==> config.mk <==
export PLATFORM = sky130hd
export DESIGN_NAME = adapter_from_bus
export DESIGN_NICKNAME = d
export VERILOG_FILES = /design/src/rtl/adapter_from_bus.sv
export SDC_FILE = /design/constraint.sdc
export NUM_CORES = 1
export LEC_CHECK = 0
export CAP_MARGIN = 20
export CELL_PAD_IN_SITES_DETAIL_PLACEMENT = 1
export CELL_PAD_IN_SITES_GLOBAL_PLACEMENT = 2
export CORE_MARGIN = 4
export CORE_UTILIZATION = 29
export DETAILED_ROUTE_END_ITERATION = 8
export PLACE_DENSITY = 0.93
export SYNTH_ARGS = -nofsm -noshare
export SYNTH_HDL_FRONTEND = slang
export SYNTH_SLANG_ARGS = --single-unit
==> constraint.sdc <==
create_clock -name CLK -period 2.4 [get_ports CLK]
set_input_delay 0.36 -clock CLK [delete_from_list [all_inputs] [get_ports CLK]]
set_output_delay 0.36 -clock CLK [all_outputs]
set_load 0.02 [all_outputs]
==> src/rtl/adapter_from_bus.sv <==
// Receive end of the beat-serial bus: gathers BEAT_WIDTH beats up to a 'last' flag into one
// DATA_WIDTH word plus length (beats-1). Optional sticky overflow flag: ADAPTER_FROM_BUS_OVERFLOW_EN.
module adapter_from_bus #(
  parameter int DATA_WIDTH   = 128,
  parameter int BEAT_WIDTH   = 32,
  parameter int LENGTH_WIDTH = 16
) (
  input  logic                    CLK,
  input  logic                    nRST,
  input  logic                    in_enq__ENA,
  input  logic [BEAT_WIDTH-1:0]   in_enq_v,
  input  logic                    in_enq_last,
  output logic                    in_enq__RDY,
  output logic                    out_enq__ENA,
  output logic [DATA_WIDTH-1:0]   out_enq_v,
  output logic [LENGTH_WIDTH-1:0] out_enq_length,
`ifdef ADAPTER_FROM_BUS_OVERFLOW_EN
  output logic                    overflow,
`endif
  input  logic                    out_enq__RDY
);

  localparam int WORDS = DATA_WIDTH / BEAT_WIDTH;

  typedef enum logic {
    COLLECT = 1'b0,
    HOLD    = 1'b1
  } state_t;

  state_t                  state_q, state_d;
  logic [DATA_WIDTH-1:0]   buffer_q, buffer_d;
  logic [LENGTH_WIDTH-1:0] count_q, count_d;
  logic [LENGTH_WIDTH-1:0] length_q, length_d;
  logic                    beat_acc_s;
`ifdef ADAPTER_FROM_BUS_OVERFLOW_EN
  logic                    ovf_q, ovf_d;
`endif

  // State register and datapath registers, synchronous active-low reset
  always_ff @(posedge CLK) begin
    if (!nRST) begin
      state_q  <= COLLECT;
      buffer_q <= {DATA_WIDTH{1'b0}};
      count_q  <= {LENGTH_WIDTH{1'b0}};
      length_q <= {LENGTH_WIDTH{1'b0}};
`ifdef ADAPTER_FROM_BUS_OVERFLOW_EN
      ovf_q    <= 1'b0;
`endif
    end else begin
      state_q  <= state_d;
      buffer_q <= buffer_d;
      count_q  <= count_d;
      length_q <= length_d;
`ifdef ADAPTER_FROM_BUS_OVERFLOW_EN
      ovf_q    <= ovf_d;
`endif
    end
  end

  // Next-state logic: beat placement, saturating count, length latch, handoff
  always_comb begin
    state_d    = state_q;
    buffer_d   = buffer_q;
    count_d    = count_q;
    length_d   = length_q;
    beat_acc_s = in_enq__ENA && (state_q == COLLECT);
`ifdef ADAPTER_FROM_BUS_OVERFLOW_EN
    ovf_d      = ovf_q;
    if (beat_acc_s && (count_q >= LENGTH_WIDTH'(WORDS))) begin
      ovf_d = 1'b1;
    end else begin
      ovf_d = ovf_q;
    end
`endif
    case (state_q)
      COLLECT: begin
        if (beat_acc_s) begin
          // Beats past the last word slot match no index and are dropped
          for (int w = 0; w < WORDS; w++) begin
            buffer_d[w*BEAT_WIDTH +: BEAT_WIDTH] =
              (count_q == LENGTH_WIDTH'(w)) ? in_enq_v : buffer_q[w*BEAT_WIDTH +: BEAT_WIDTH];
          end
          count_d = (count_q == {LENGTH_WIDTH{1'b1}}) ? count_q : count_q + LENGTH_WIDTH'(1);
          if (in_enq_last) begin
            length_d = count_q;
            state_d  = HOLD;
          end else begin
            state_d  = COLLECT;
          end
        end else begin
          state_d = COLLECT;
        end
      end
      HOLD: begin
        if (out_enq__RDY) begin
          buffer_d = {DATA_WIDTH{1'b0}};
          count_d  = {LENGTH_WIDTH{1'b0}};
          state_d  = COLLECT;
        end else begin
          state_d  = HOLD;
        end
      end
      default: begin
        state_d = COLLECT;
      end
    endcase
  end

  assign in_enq__RDY    = (state_q == COLLECT);
  assign out_enq__ENA   = (state_q == HOLD);
  assign out_enq_v      = buffer_q;
  assign out_enq_length = length_q;
`ifdef ADAPTER_FROM_BUS_OVERFLOW_EN
  assign overflow       = ovf_q;
`endif

endmodule

After elaboration in Yosys (flattened, before gate mapping)
Cells that the tools add are included.
{ "totals": {"output_inout_bits": 146, "regBits": 161} }
{ "classes": {"reduce_logical": 8, "mux": 15, "n_eq_ne": 11, "bitwise_logic": 1, "addsub": 1} }
{ "ops": {"columns": ["operator", "n"], "rows": [
  ["128-bit 2-to-1 mux", 2],
  ["128-bit case mux with 2 select lines", 1],
  ["32-bit 2-to-1 mux", 4],
  ["16-bit 2-to-1 mux", 3],
  ["16-bit by 2-bit equality test with 1-bit output (second input constant)", 2],
  ["16-bit case mux with 2 select lines", 1],
  ["3-bit AND reduction", 6],
  ["16-bit by 1-bit adder with 16-bit output (second input constant)", 1],
  ["16-bit by 1-bit equality test with 1-bit output (second input constant)", 1],
  ["16-bit equality test (second input constant)", 1],
  ["16-bit logical NOT", 1],
  ["2-bit by 1-bit != test with 1-bit output (second input constant)", 5],
  ["2-bit != test (second input constant)", 2],
  ["1-bit 2-to-1 mux", 3],
  ["1-bit case mux with 2 select lines", 1],
  ["1-bit logical AND", 1],
  ["1-bit inverter", 1]
]} }

Logic depth before layout (Yosys ltp)
Gate-level depths: netlist (run 1).
{ "logic_depth": {"depth_word": 4, "ltp_mapped": 8, "depth_no_buf": 6} }

Worst setup path before layout (run 1)
No wires, ideal clock.
{ "synth_timing": {"path_kind": "flip-flop to flip-flop", "start": "register state_q (netlist: out_enq__ENA)", "end": "register length_q[8] (netlist: out_enq_length[8])", "path_stages_with_launch": 8, "n_path_buf": 3, "setup_time_ns": 0.070, "arrival_time_ns": 1.637, "slack_ns": 0.693, "required_time_ns": 2.330, "path_cell_list": "dfxtp_1 > buf_2 > inv_1 > and3_1 > clkbuf_1 > clkbuf_1 > nand2_1 > a21oi_1"} }
{ "synth_via": {"elab_chain_cells": 3} }
{ "synth_rtl": {"columns": ["item", "line", "text"], "rows": [
  ["from (decl)", "30", "state_t state_q, state_d;"],
  ["from (signal assigned)", "50", "state_q <= state_d;"],
  ["1-bit inverter (no line) (*)", null, null],
  ["named net in_enq__RDY", "13", "output logic in_enq__RDY,"],
  ["1-bit logical AND", "66", "beat_acc_s = in_enq__ENA && (state_q == COLLECT);"],
  ["3-bit AND reduction (no line) (*)", null, null],
  ["to (signal assigned)", "45", "length_q <= {LENGTH_WIDTH{1'b0}};"],
  ["to (signal assigned)", "53", "length_q <= length_d;"],
  ["to (decl)", "33", "logic [LENGTH_WIDTH-1:0] length_q, length_d;"]
]} }
Mark *: on every way through the listed nets, which the timed path passes. The rest lies on a longest branch.
A chain may end at the register's enable or synchronous reset.

Worst setup path after layout (run 1)
{ "layout_timing": {"start": "register state_q (netlist: out_enq__ENA)", "end": "output in_enq__RDY"} }
{ "layout_via": {"elab_chain_cells": 1} }
{ "layout_rtl": {"columns": ["item", "line"], "rows": [
  ["1-bit inverter (no line)", null],
  ["to (decl)", "13"]
]} }
No other way between the ends.

==> flow_summary.ini, run 1 <==
[global_routing]
grt_max_degree = 77
track_usage_pct = 19.6
grt_pass1_vias = 7542
antenna_found_initial = 0
grt_first_pass_wirelength_um = 42000
grt-ovfl-total = 0

[cells_and_area]
finalNetCount = 1112
fin_area_um2 = 9830
nFillCells = 2849
fin_util_pct = 41.4
syn_to_final_growth_pct = 39.1
antenna_cells = 0
drive_above_1_share_pct = 7.20

[routing]
wl_met2_um = 12600
drc = 0
first_pass_iters = 4
drtIter0Drc = 541
drtAntennaViolNets = 0
wl_um = 26700
route.met3.wl_um = 1560
wl_per_cell_um = 19.0
wl_met1_um = 12000
drt-vias-per-instance = 5.29
topRoutingLayerUsed = met4
vias = 7420

[clocking]
clkSlewWorstSetupHoldPaths_ps = 60
cts.sinks = 161
cts_buffer_depth = 2
cts_resized = 0
cts_tree = yes
cts_inserted_buffers = 17
root_buffer = clkbuf_16
post_cts_buffers = 0
insertion_delay_ps = 430
cts.htree.levels = 4
hold_buffers = 0

[synth]
ys.flop_type = dfxtp_1
ys.warnings.count = 0
synthXorXnorAreaFrac_pct = 0.124
synth-async-reset-ratio_pct = 0
ys_seq_area_share_pct = 45.6
synthTopCellsByArea = dfxtp_1, nand3_1, nand2_1, clkbuf_1, a21oi_1
synth_fp_nets = 966
syn_area_per_cell_um2 = 7.65
synth_simple_gate_area_share_pct = 42.2
synthAdderAreaFrac_pct = 0.885
synth_top_area_cell = dfxtp_1
synth_common_cells = nand3_1, nand2_1, dfxtp_1, clkbuf_1, a21oi_1
synth_compound_area_share_pct = 4.59
ys_ff_latch = 161
synth_top_cell_area_share_pct = 45.6
synth_area_um2 = 7070
synth_edf_count = 0
synth_top_family_by_area = simple AND/OR/NAND/NOR gates
synth_cell_types = 45
synth.area.mux_share_pct = 0.496
syn_inst = 924
synth.most_common_cell = nand3_1

[floorplan]
coreArea_um2 = 23800
dieArea_um2 = 26900
rows = 56
initial_core_util_pct = 29.8
die_h_um = 164
die-width_um = 164
ioPinCount = 183

[timing]
setup_viol = 0
fin_setup_tns_ps = 0
drv_slew = 0
fmax_mhz = 444
hold-worst-slack_ps = 457
final_hold_viol_count = 0
period_share_pct = 93.8
rsz0062_at_grt = false
fin_worst_skew_ps = 14.6
slew_headroom_pct = 60.1
finalCriticalPeriod_ps = 2250
worstMarginPinSlew_ps = 595

[pwr]
vdd_drop_max_uv = 419
p_leak_nw = 3.66
p_total_mw = 7.20
p_per_area_nw_per_um2 = 732

[critical_path]
cpPeakStageDelay_ps = 690
required_ps = 2040
worstSetupStartpoint = out_enq__ENA
end_kind = output port
start_kind = flip-flop
crit_fanout = 14
worstPathCellList = inv_1, clkdlybuf4s50_1
crit_slowest_cell = dfxtp_1
reg2reg_from = count_q[0]
critPathKind = flip-flop to output port
arrival_ps = 1890

[hold_path]
min-delay-start = out_enq_length[10]
hold_path_class = flip-flop to flip-flop

[place]
dpl_cell_area_um2 = 9240
place_hpwl_um = 18000
port-buffer-count = 182
gp_congestion = 0.830

[status]
status = complete, no violations

[run]
maxCapViolations = 0
==> worst max-delay path, delay by kind of cell (launching register included) <==
kind / cells / cell delay [ps]
flops: 1 / 690
buf+inv: 2 / 790
==> path summary, 6_finish.rpt <==
kind	to	slack (ps)	cells past startpoint
worst max-delay path	in_enq__RDY	150	2
worst min-delay path	out_enq_length[10]	460	2
worst max register to register	count_q[15]	450	5
worst min register to register	out_enq_length[10]	460	2
==> flip-flops by register name, summed over array words and instances (netlist names) <==
name            flops
out_enq_v         128
out_enq_length     16
out_enq__ENA        1
count_q            16
==> final cells by class <==
cell class | count | area, um^2 | share of cell area (%)
clock inverter | 13 | 136 | 1.39
timing repair buffer | 213 | 2150 | 21.9
clock buffer | 19 | 453 | 4.61
inverter | 7 | 26.3 | 0.267
tap | 319 | 399 | 4.06
sequential | 161 | 3220 | 32.8
multi-input combinational | 670 | 3440 | 35.0
==> layout by cell type, fill, tap and decap left out, types with 3 or more instances in the layout <==
cell,n
and4_1,6
nor2_4,3
a21oi_1,27
o31ai_1,4
o21ai_0,3
nand4_1,12
clkdlybuf4s50_1,182
buf_4,23
nand3_1,389
ha_1,5
a31oi_1,4
nor3b_1,4
buf_12,8
nor4_4,3
inv_8,3
inv_1,7
nand2_1,167
inv_6,6
clkbuf_16,17
nor2_1,4
dfxtp_1,161
a211oi_1,3
and3_1,3
or4_1,5
==> cells by family (layout without fill, tap and decap cells) <==
logic type,count (synthesis),after routing
compound gates,52,52
xor+xnor,1,1
fa+ha+maj,5,5
buf+inv,93,252
flops,161,161
mux,3,3
simple gates,609,609
==> metal layers <==
metal	track usage [%]	vias to the layer above
met2	32.6	190
li1	-	3550
met5	0	-
met1	25.6	3652
met4	5.41	0
met3	4.47	28
==> per-stage QoR <==
step | setup slack (ps) | cells
2_1_floorplan | 693 | 924
3_3_place_gp | 385 | 1370
3_5_place_dp | 323 | 1370
4_1_cts | 133 | 1402
5_1_grt | 43.4 | 1402
6_report | 149 | 1402
==> report_power, final <==
part | switching, mW | internal (mW)
combinational | 0.883 | 0.536
sequential | 0.158 | 2.84
clock | 1.25 | 1.53
total | 2.29 | 4.91
Power figures use the tool's default switching activity.
==> inputs of run 2 (changes only) <==
- CTS_CLUSTER_DIAMETER: unset -> 200
==> results of run 2 <==
The final DEF is identical to that of run 1; final timing and power are the same.
==> inputs of run 3 (changes only) <==
- MAX_ROUTING_LAYER: unset -> met4
==> flow_summary.ini, run 3 (synthesized netlist as in run 1, its figures left out) <==
[timing]
fmax_mhz = 436
fin_setup_tns_ps = 0
rsz0062_at_grt = false
period_share_pct = 95.5
setup_viol = 0
finalCriticalPeriod_ps = 2290
fin_worst_skew_ps = 13.3
worstMarginPinSlew_ps = 617
slew_headroom_pct = 58.8
final_hold_viol_count = 0
drv_slew = 0
setup_ws_ps = 107

[hold_path]
hold_path_class = flip-flop to flip-flop

[floorplan]
rows = 56
coreArea_um2 = 23800
dieArea_um2 = 26900
initial_core_util_pct = 29.8
ioPinCount = 183
die-width_um = 164
die_h_um = 164

[cells_and_area]
final_common_cell = nand3_1
nFillCells = 2849
finalNetCount = 1112
syn_to_final_growth_pct = 39.1
mostFrequentLayoutCells = nand3_1, clkdlybuf4s50_1, nand2_1
largest_reg_flops = 128
antenna_cells = 0
drive_above_1_share_pct = 7.20

[place]
gp_congestion = 0.843
place_hpwl_um = 18000
post-place-ws_ps = 323
port-buffer-count = 182

[status]
status = complete, no violations

[clocking]
cts.sinks = 161
cts.htree.levels = 4
cts_buffer_depth = 2
root_buffer = clkbuf_16
cts_inserted_buffers = 17
hold_buffers = 0
cts_tree = yes
clkSlewWorstSetupHoldPaths_ps = 60
cts_resized = 0
post_cts_buffers = 0
insertion_delay_ps = 430

[critical_path]
required_ps = 2040
cpPeakStageDelay_ps = 710
reg2reg_setup_slack_ps = 450
crit_slowest_cell = dfxtp_1
crit_fanout = 14
end_kind = output port
critPathKind = flip-flop to output port
start_kind = flip-flop
arrival_ps = 1930
worstPathCellList = inv_1, clkdlybuf4s50_1

[global_routing]
antenna_found_initial = 0
grt_pass1_vias = 7539
met3_usage_pct = 4.47
use_met2_pct = 32.6
grt_first_pass_wirelength_um = 42000
top_usage_layer = met2
grt-ovfl-total = 0
met1_usage_pct = 25.6
track_usage_pct = 20.1
grt_max_degree = 77

[routing]
wl_per_cell_um = 19.1
drtAntennaViolNets = 0
drtIter0Drc = 537
wl_um = 26800
first_pass_iters = 5
vias = 7433
drt-vias-per-instance = 5.30
drc = 0

[pwr]
vdd_drop_max_uv = 418
p_leak_nw = 3.66
p_per_area_nw_per_um2 = 733

[run]
maxCapViolations = 0
==> run 3: path summary, 6_finish.rpt <==
check                     startpoint                 end  cells past startpoint
setup / recovery        out_enq__ENA         in_enq__RDY                      2
hold / removal    out_enq_length[10]  out_enq_length[10]                      2
setup reg to reg        out_enq__ENA       out_enq_v[68]                      5
hold reg to reg   out_enq_length[10]  out_enq_length[10]                      2
==> run 3: where the power goes <==
group / total, mW / internal, mW / switching [mW]
sequential: 3.00 / 2.84 / 0.159
combinational: 1.42 / 0.536 / 0.884
clock: 2.78 / 1.53 / 1.26
total: 7.21 / 4.91 / 2.30
==> run 3: per-layer routing <==
| layer | wire (um) | up-vias |
|---|---|---|
| li1 | - | 3553 |
| met1 | 12200 | 3661 |
| met2 | 12500 | 188 |
| met3 | 1530 | 31 |
| met4 | 510 | 0 |
| met5 | 0 | - |
==> run 3: area by class of cell <==
cell class,instances,area [um^2],area share (%)
Tap cell,319,399,4.06
Multi-Input combinational cell,670,3440,35.0
Clock inverter,13,136,1.39
Sequential cell,161,3220,32.8
Inverter,7,26.3,0.267
Timing Repair Buffer,213,2150,21.9
Clock buffer,19,453,4.61
==> run 3: per-stage QoR <==
step	instances	instance area (um^2)	total power, mW	util (%)	hold slack, ps
after floorplan	924	7070	3.73	-	485
after global placement	1370	9240	4.46	38.9	444
after detailed placement	1370	9240	4.49	38.9	451
after CTS	1402	9830	7.27	41.4	460
after global routing	1402	9830	7.49	41.4	471
final	1402	9830	7.21	41.4	457
==> run 3: critical path: cells and delay by family, from the launching register on <==
kind,cells,cell delay (ps)
flops,1,710
buf+inv,2,800
